<file path="src/rtl/soc_run_ctrl.sv">
`default_nettype none
// ============================================================================
// Module  : soc_run_ctrl
// Brief   : Command-driven reset/clock-enable sequencer for the MIPS core with
//           a circular PC/write-back trace buffer.
// Revision: 1.0 - initial release
// ============================================================================
module soc_run_ctrl #(
  parameter int CNT_W       = 8,
  parameter int RST_CYCLES  = 2,
  parameter int TRACE_DEPTH = 16,
  parameter int AW          = 4
) (
  input  logic             clk,
  input  logic             rst,
  input  logic             cmd_valid,
  output logic             cmd_ready,
  input  logic [1:0]       cmd_op,
  input  logic [CNT_W-1:0] cmd_count,
  input  logic             stop,
  input  logic [5:0]       pc_in,
  input  logic [7:0]       wb_in,
  input  logic [2:0]       exc_in,
  output logic             core_rst,
  output logic             core_ce,
  output logic             busy,
  output logic [CNT_W-1:0] cycles_done,
  output logic             halted_on_exc,
  output logic [2:0]       exc_code,
  input  logic [AW-1:0]    trc_rd_addr,
  output logic [13:0]      trc_rd_data,
  output logic [AW:0]      trc_count
);

  typedef enum logic [1:0] {
    S_IDLE   = 2'd0,
    S_RSTSEQ = 2'd1,
    S_RUN    = 2'd2,
    S_FREE   = 2'd3
  } state_t;

  localparam logic [1:0]       c_OP_RST  = 2'd0;
  localparam logic [1:0]       c_OP_STEP = 2'd1;
  localparam logic [1:0]       c_OP_RUN  = 2'd2;
  localparam int               c_RW      = (RST_CYCLES > 1) ? $clog2(RST_CYCLES + 1) : 1;
  localparam logic [c_RW-1:0]  c_RST_LD  = c_RW'(RST_CYCLES - 1);
  localparam logic [c_RW-1:0]  c_RST_ONE = c_RW'(1);
  localparam logic [CNT_W-1:0] c_CNT_ONE = CNT_W'(1);
  localparam logic [AW:0]      c_DEPTH   = (AW + 1)'(TRACE_DEPTH);
  localparam logic [AW:0]      c_TRC_ONE = (AW + 1)'(1);
  localparam logic [AW-1:0]    c_PTR_ONE = AW'(1);

  state_t           r_state;
  state_t           w_next;
  logic [CNT_W-1:0] r_remain;
  logic [c_RW-1:0]  r_rst_cnt;
  logic [CNT_W-1:0] r_cycles;
  logic [AW-1:0]    r_wrptr;
  logic [AW:0]      r_trc_cnt;
  logic             r_core_rst;
  logic             r_core_ce;
  logic             r_halt_exc;
  logic [2:0]       r_exc_code;
  logic [13:0]      r_mem [TRACE_DEPTH];

  logic             w_accept;
  logic             w_rst_acc;
  logic             w_run_acc;
  logic             w_exc;
  logic [AW-1:0]    w_rd_phys;
  logic             w_rd_valid;

  assign w_accept  = cmd_valid && (r_state == S_IDLE);
  assign w_rst_acc = w_accept && (cmd_op == c_OP_RST);
  assign w_run_acc = w_accept && ((cmd_op == c_OP_STEP) || (cmd_op == c_OP_RUN));

  always_comb begin
    w_next = r_state;
    w_exc  = 1'b0;
    case (r_state)
      S_IDLE: begin
        if (cmd_valid) begin
          case (cmd_op)
            c_OP_RST:  w_next = S_RSTSEQ;
            c_OP_STEP: w_next = S_RUN;
            // A zero-length run is accepted but never leaves IDLE.
            c_OP_RUN:  w_next = (cmd_count != '0) ? S_RUN : S_IDLE;
            default:   w_next = S_FREE;
          endcase
        end
      end
      S_RSTSEQ: begin
        if (r_rst_cnt == '0) w_next = S_IDLE;
      end
      S_RUN, S_FREE: begin
        w_exc = (exc_in != 3'd0);
        if (w_exc || stop || ((r_state == S_RUN) && (r_remain == c_CNT_ONE)))
          w_next = S_IDLE;
      end
      default: w_next = S_IDLE;
    endcase
  end

  always_ff @(posedge clk or negedge rst) begin
    if (!rst) begin
      r_state    <= S_IDLE;
      r_core_rst <= 1'b1;
      r_core_ce  <= 1'b0;
      r_remain   <= '0;
      r_rst_cnt  <= '0;
      r_cycles   <= '0;
      r_wrptr    <= '0;
      r_trc_cnt  <= '0;
      r_halt_exc <= 1'b0;
      r_exc_code <= '0;
    end else begin
      r_state    <= w_next;
      r_core_rst <= (w_next == S_RSTSEQ);
      r_core_ce  <= (w_next == S_RUN) || (w_next == S_FREE);

      if (w_rst_acc) begin
        r_rst_cnt <= c_RST_LD;
      end else if ((r_state == S_RSTSEQ) && (r_rst_cnt != '0)) begin
        r_rst_cnt <= r_rst_cnt - c_RST_ONE;
      end

      if (w_run_acc) begin
        r_remain <= (cmd_op == c_OP_STEP) ? c_CNT_ONE : cmd_count;
      end else if (r_state == S_RUN) begin
        r_remain <= r_remain - c_CNT_ONE;
      end

      if (w_rst_acc) begin
        r_cycles   <= '0;
        r_wrptr    <= '0;
        r_trc_cnt  <= '0;
        r_halt_exc <= 1'b0;
        r_exc_code <= '0;
      end else if (r_core_ce) begin
        r_wrptr <= r_wrptr + c_PTR_ONE;
        if (r_trc_cnt != c_DEPTH) r_trc_cnt <= r_trc_cnt + c_TRC_ONE;
        if (r_cycles != '1)       r_cycles  <= r_cycles + c_CNT_ONE;
        if (w_exc) begin
          r_halt_exc <= 1'b1;
          r_exc_code <= exc_in;
        end
      end
    end
  end

  // Trace storage carries no reset; validity is tracked by r_trc_cnt.
  always_ff @(posedge clk) begin
    if (r_core_ce) r_mem[r_wrptr] <= {pc_in, wb_in};
  end

  assign w_rd_phys   = r_wrptr - r_trc_cnt[AW-1:0] + trc_rd_addr;
  assign w_rd_valid  = ({1'b0, trc_rd_addr} < r_trc_cnt);
  assign trc_rd_data = w_rd_valid ? r_mem[w_rd_phys] : 14'd0;

  assign cmd_ready     = (r_state == S_IDLE);
  assign busy          = (r_state != S_IDLE);
  assign core_rst      = r_core_rst;
  assign core_ce       = r_core_ce;
  assign cycles_done   = r_cycles;
  assign halted_on_exc = r_halt_exc;
  assign exc_code      = r_exc_code;
  assign trc_count     = r_trc_cnt;

endmodule
`default_nettype wire

</file>
<file path="config.mk">
export PLATFORM = sky130hd
export DESIGN_NAME = soc_run_ctrl
export DESIGN_NICKNAME = d
export VERILOG_FILES = /design/src/rtl/soc_run_ctrl.sv
export SDC_FILE = /design/constraint.sdc
export NUM_CORES = 1
export LEC_CHECK = 0
export BUFFER_PORTS_ARGS = -buffer_cell sky130_fd_sc_hd__buf_2
export CAP_MARGIN = 30
export CORE_ASPECT_RATIO = 1.5
export CORE_MARGIN = 4
export CORE_UTILIZATION = 35
export DETAILED_ROUTE_END_ITERATION = 8
export PLACE_DENSITY = 0.59
export SLEW_MARGIN = 20
export SYNTH_ARGS = -nofsm -noshare
export SYNTH_HDL_FRONTEND = slang
export SYNTH_SLANG_ARGS = --single-unit
</file>
<file path="constraint.sdc">
create_clock -name clk -period 7.3 [get_ports clk]
set_clock_uncertainty 0.1 [all_clocks]
set_input_delay 1.46 -clock clk [delete_from_list [all_inputs] [get_ports clk]]
set_output_delay 1.46 -clock clk [all_outputs]
set_load 0.005 [all_outputs]
</file>
# After elaboration in Yosys (flattened, before gate mapping)
# Memories as Yosys holds them, arrays and structs flattened.
# Index checks and enable logic that the tools add are counted.
dict set report classes {
  addsub 7
  magnitude_cmp 1
  eq_ne 11
  mux 29
  n_reduce_logical 26
}
# cell n
set op_table {}
lappend op_table {{$mux 8} 6}
lappend op_table {{$reduce_bool 2->1} 8}
lappend op_table {{$mux 5} 3}
lappend op_table {{$mux 14} 1}
lappend op_table {{$mux 2} 6}
lappend op_table {{$pmux 2 s3} 2}
lappend op_table {{$eq 2x2->1 const B} 5}
lappend op_table {{$mux 3} 3}
lappend op_table {{$add 8x1->8 const B} 1}
lappend op_table {{$eq 8x1->1 const B} 1}
lappend op_table {{$mux 4} 2}
lappend op_table {{$ne 8x8->1 const B} 1}
lappend op_table {{$reduce_bool 8->1} 1}
lappend op_table {{$sub 8x1->8 const B} 1}
lappend op_table {{$eq 2x1->1 const B} 3}
lappend op_table {{$logic_not 2->1} 3}
lappend op_table {{$mux 1} 6}
lappend op_table {{$reduce_and 2->1} 3}
lappend op_table {{$add 5x1->5 const B} 1}
lappend op_table {{$logic_and 1x1->1} 5}
lappend op_table {{$lt 4x5->1} 1}
lappend op_table {{$ne 5x5->1 const B} 1}
lappend op_table {{$add 4x1->4 const B} 1}
lappend op_table {{$add 4x4->4} 1}
lappend op_table {{5 further kinds} 8}
dict set report word_totals {
  reg_bits 35
  ram_bits 224
  in_bits 35
  output_inout_bits 35
  mem_count 1
}
# name depth width read_ports rd_ports_with_merged_regs write_ports line
set mem_list {}
lappend mem_list {r_mem 16 14 1 0 1 64} ;# logic [13:0] r_mem [TRACE_DEPTH];

# Longest topological paths before layout
dict set report logic_depth {
  ltp_word 7
  depth_mapped 10
}

# Least setup slack after synthesis
# OpenSTA, ideal clock, no wires.
dict set report synth_timing {
  path_kind {input -> output}
  startpoint {input trc_rd_addr[1]}
  endpoint {output trc_rd_data[0]}
  t_arrival_ps 4028
  required_time_ps 5740
  slack_ps 1712
  stages 9
  path_cell_list {inv_1 fa_1 inv_1 fa_1 buf_2 clkbuf_1 mux4_2 mux4_2 a21boi_1}
}
dict set report synth_via {
  elab_chain_len 3
  elab_cells_between_ends 4
  cone_classes {1 x add/sub; 1 x order compare; 1 x mux; 1 x memory}
}
# item line
set synth_rtl {}
lappend synth_rtl {{start, declared} 30} ;# input logic [AW-1:0] trc_rd_addr,
lappend synth_rtl {{$add 4x4->4} 156} ;# assign w_rd_phys = r_wrptr - r_trc_cnt[AW-1:0] + trc_rd_addr;
lappend synth_rtl {{$mem_v2 16x14} --}
lappend synth_rtl {{$mux 14 (*)} 158} ;# assign trc_rd_data = w_rd_valid ? r_mem[w_rd_phys] : 14'd0;
lappend synth_rtl {{end, declared} 31} ;# output logic [13:0] trc_rd_data,
# Mark *: on every way between the ends. The rest lies on a longest branch, timed or not.

# Worst setup path after layout
dict set report layout_timing {
  startpoint {input trc_rd_addr[1]}
  endpoint {output trc_rd_data[5]}
}
# The elaborated chain is that of the path after synthesis.

==> impl_metrics.tcl <==
set metrics [dict create \
    outcome "finished clean" \
    core-area_um2 30400 \
    dp_cells 1038 \
    syn_inst 568 \
    die_h_um 223 \
    ant_nets 0 \
    area_growth_pct 17.9 \
    synth_nets 627 \
    maxCapViolCount 0 \
    start_util_pct 35.5 \
    synth_seq_cells 258 \
    cp-startpoint "trc_rd_addr[1]" \
    utilization_pct 41.8 \
    root_buffer "clkbuf_16" \
    rsz0062_at_grt "no" \
    cts_tree "built" \
    fp-row-count 78 \
    hold_class "reg -> reg" \
    cts.sinks 258 \
    synth.distinct_cells 48 \
    numCtsBuffers 26 \
    cp.required_ns 5.74 \
    finalHoldViolCount 0 \
    fin_setup_tns_ns 0 \
    synth-seq-area-share_pct 70.4 \
    dr.pass1.iters 4 \
    grt_pass1_wl_um 37000 \
    met1_usage_pct 18.6 \
    clk_latency_ns 0.53 \
    wl_per_cell_um 22.2 \
    syn_area_per_cell_um2 19.0 \
    first_iter_violations 356 \
    first_global_vias 6026 \
    nets 725 \
    routed_wirelength_um 24100 \
    maxSlewHeadroom_pct 41.7 \
    p_per_area_nw_per_um2 513 \
    synth_warnings 0 \
    die-area_um2 33700 \
    cp_cell_sequence "buf_2 -> inv_1 -> fa_1 -> inv_1 -> fa_2 -> buf_4 -> mux4_2 -> mux4_2 -> a21boi_1 -> buf_2" \
    hpwlAfterDp_um 15800 \
    clk_pin_slew_ns 0.06 \
    worstPathMaxFanout 20 \
    grt_start_max_net_pins 41 \
    ff2ff_path_depth 4 \
    gp_congestion 0.780 \
    die_x_um 151 \
    postCtsHoldBufs 0 \
    met3_usage_pct 2.90 \
    cp_slowest_cell "fa_2" \
    viasPerCell 5.13 \
    slew_violations 0 \
    crit_path_end_kind "output port" \
    r2r_setup_slack_ns 5.09 \
    drive_gt1_share_pct 30.0 \
    num-fill-cells 2707 \
    cp-start-kind "input pin" \
    max_stage_delay_ns 0.85 \
    worst_pin_slew_ns 0.874 \
    setup_ws_ns 1.13 \
    regToRegStartpoint "core_ce" \
    min_period_ns 6.17 \
    htreeDepth 1 \
    synth_area_um2 10800 \
    final_cells 1087 \
    seq_area_um2 7580 \
    clock.fmax_ghz 0.162 \
    busiest_layer "met2" \
    r2r_end "r_mem[3][3]" \
    multi_input_area_um2 2990 \
    antenna_found_initial 0 \
    io_buffers 69 \
    grt.overflow.total 0 \
    vias 5571 \
    worstPathArrival_ns 4.61 \
    cts_resized 0 \
    setup_viol 0 \
    met2_usage_pct 25.5 \
    grt_use_total_pct 14.6 \
    drcViolationCount 0 \
    ios 70 \
    p_leak_uw 0.00448 \
    crit_type "in -> out" \
    post-route-period-util_pct 84.5 \
    worst_ir_drop_vdd_uv 344 \
    pre_cts_ws_ns 1.13 \
    setup.worst_path.end "trc_rd_data[5]" \
    cts_buffer_depth 3 \
    postCtsSetupRepairBufs 0 \
]
Yosys cell counts, drive strengths merged:
master	count	area (um2)
edfxtp	224	6730
mux4	70	1580
dfrtp	33	826
nor2	31	116
inv	25	93.8
ha	21	263
and2	16	100
a21boi	15	113
xnor2	14	130
clkbuf	12	45.0
buf	11	81.3
a21oi	10	53.8
nand2	8	30.0
a21o	6	45.0
xor2	6	52.6
nand3	5	25.0
nand4	5	31.3
nor4	5	31.3
o21ai	5	25.0
or3	5	31.3
and3	4	25.0
mux2i	4	40.0
nand2b	4	25.0
a22o	3	26.3
a32o	3	30.0
fa	3	60.1
a211oi	2	15.0
a311oi	2	17.5
nor2b	2	12.5
nor3	2	10.0
nor3b	2	15.0
a31oi	1	6.26
dfstp	1	26.3
nand3b	1	7.51
o211ai	1	7.51
o21a	1	7.51
o22ai	1	6.26
o311a	1	10.0
o311ai	1	8.76
o31ai	1	7.51
or3b	1	8.76
worst min-delay path by stage:
stage | slack (ns) | endpoint | cells after the start | start
final | 0.40 | halted_on_exc | 1 | halted_on_exc
after global routing | 0.42 | halted_on_exc | 1 | halted_on_exc
after floorplan | 0.35 | r_remain[5] | 1 | r_remain[5]
after global placement | 0.38 | r_remain[5] | 1 | r_remain[5]
after CTS | 0.40 | halted_on_exc | 1 | halted_on_exc
after detailed placement | 0.38 | halted_on_exc | 1 | halted_on_exc
layout make-up:
class / instances / area share [%]
multi-input cells: 262 / 23.6
inverters: 25 / 0.739
clock inverters: 19 / 1.54
diodes: 1 / 0.0197
well taps: 400 / 3.94
clock buffers: 29 / 5.38
repair buffers: 93 / 5.10
flip-flops and latches: 258 / 59.7
logic make-up (layout without fill, tap and decap cells):
| group | count (synthesis) | in the layout | share of synthesized area [%] |
|---|---|---|---|
| simple gates | 91 | 91 | 4.36 |
| compound gates | 53 | 53 | 3.52 |
| fa+ha+maj | 24 | 24 | 3.00 |
| mux | 74 | 74 | 15.0 |
| buf+inv | 48 | 166 | 2.04 |
| xor+xnor | 20 | 20 | 1.70 |
| flops | 258 | 258 | 70.4 |
| other cells | 0 | 1 | 0 |
where the power goes:
| group | total, uW | internal, uW | leakage (uW) | switching (uW) |
|---|---|---|---|---|
| logic | 3310 | 1820 | 0.00162 | 1490 |
| clock network | 1360 | 814 | 0.000425 | 549 |
| registers | 1830 | 1730 | 0.00244 | 97.3 |
per-stage QoR:
step                      power [uW]  instance area [um2]  hold slack [ns]
after floorplan                 4310                10800            0.350
after global placement          5130                11600            0.375
after detailed placement        5230                11800            0.377
after CTS                       6600                12700            0.403
after global routing            6910                12700            0.420
final                           6510                12700            0.395
layer usage:
layer | up-vias | wire length [um]
met5 | - | 0
met4 | 0 | 485
met3 | 35 | 1410
met2 | 178 | 12600
met1 | 2895 | 9610
li1 | 2463 | -
worst max-delay path, delay by kind of cell:
| kind | cells | cell delay, ns |
|---|---|---|
| fa+ha+maj | 2 | 1.39 |
| compound gates | 1 | 0.15 |
| buf+inv | 5 | 0.76 |
| mux | 2 | 0.85 |
placed cells by master, fill, tap and decap left out, types with 5 or more instances in the layout:
cell type	Yosys	layout
a21boi_1	14	14
a21o_1	6	6
a21oi_1	9	9
and2_1	16	16
buf_2	2	69
buf_4	4	6
buf_6	3	5
buf_8	0	12
clkbuf_16	0	27
clkinv_1	0	10
dfrtp_1	33	33
edfxtp_1	224	224
ha_1	21	20
inv_1	25	25
mux4_2	70	70
nand2_1	8	8
nand3_1	5	5
nand4_1	5	5
nor2_1	31	31
nor4_1	5	5
or3_1	5	5
xnor2_1	13	13
xor2_1	6	5
sequential cells by signal, indices dropped and copies added (netlist names):
register       cells
trc_count          5
r_wrptr            4
core_ce            1
r_remain           8
r_mem            224
exc_code           3
core_rst           1
halted_on_exc      1
r_state            1
cycles_done        8
r_rst_cnt          2
No activity file was read; power rests on OpenSTA's default activity.
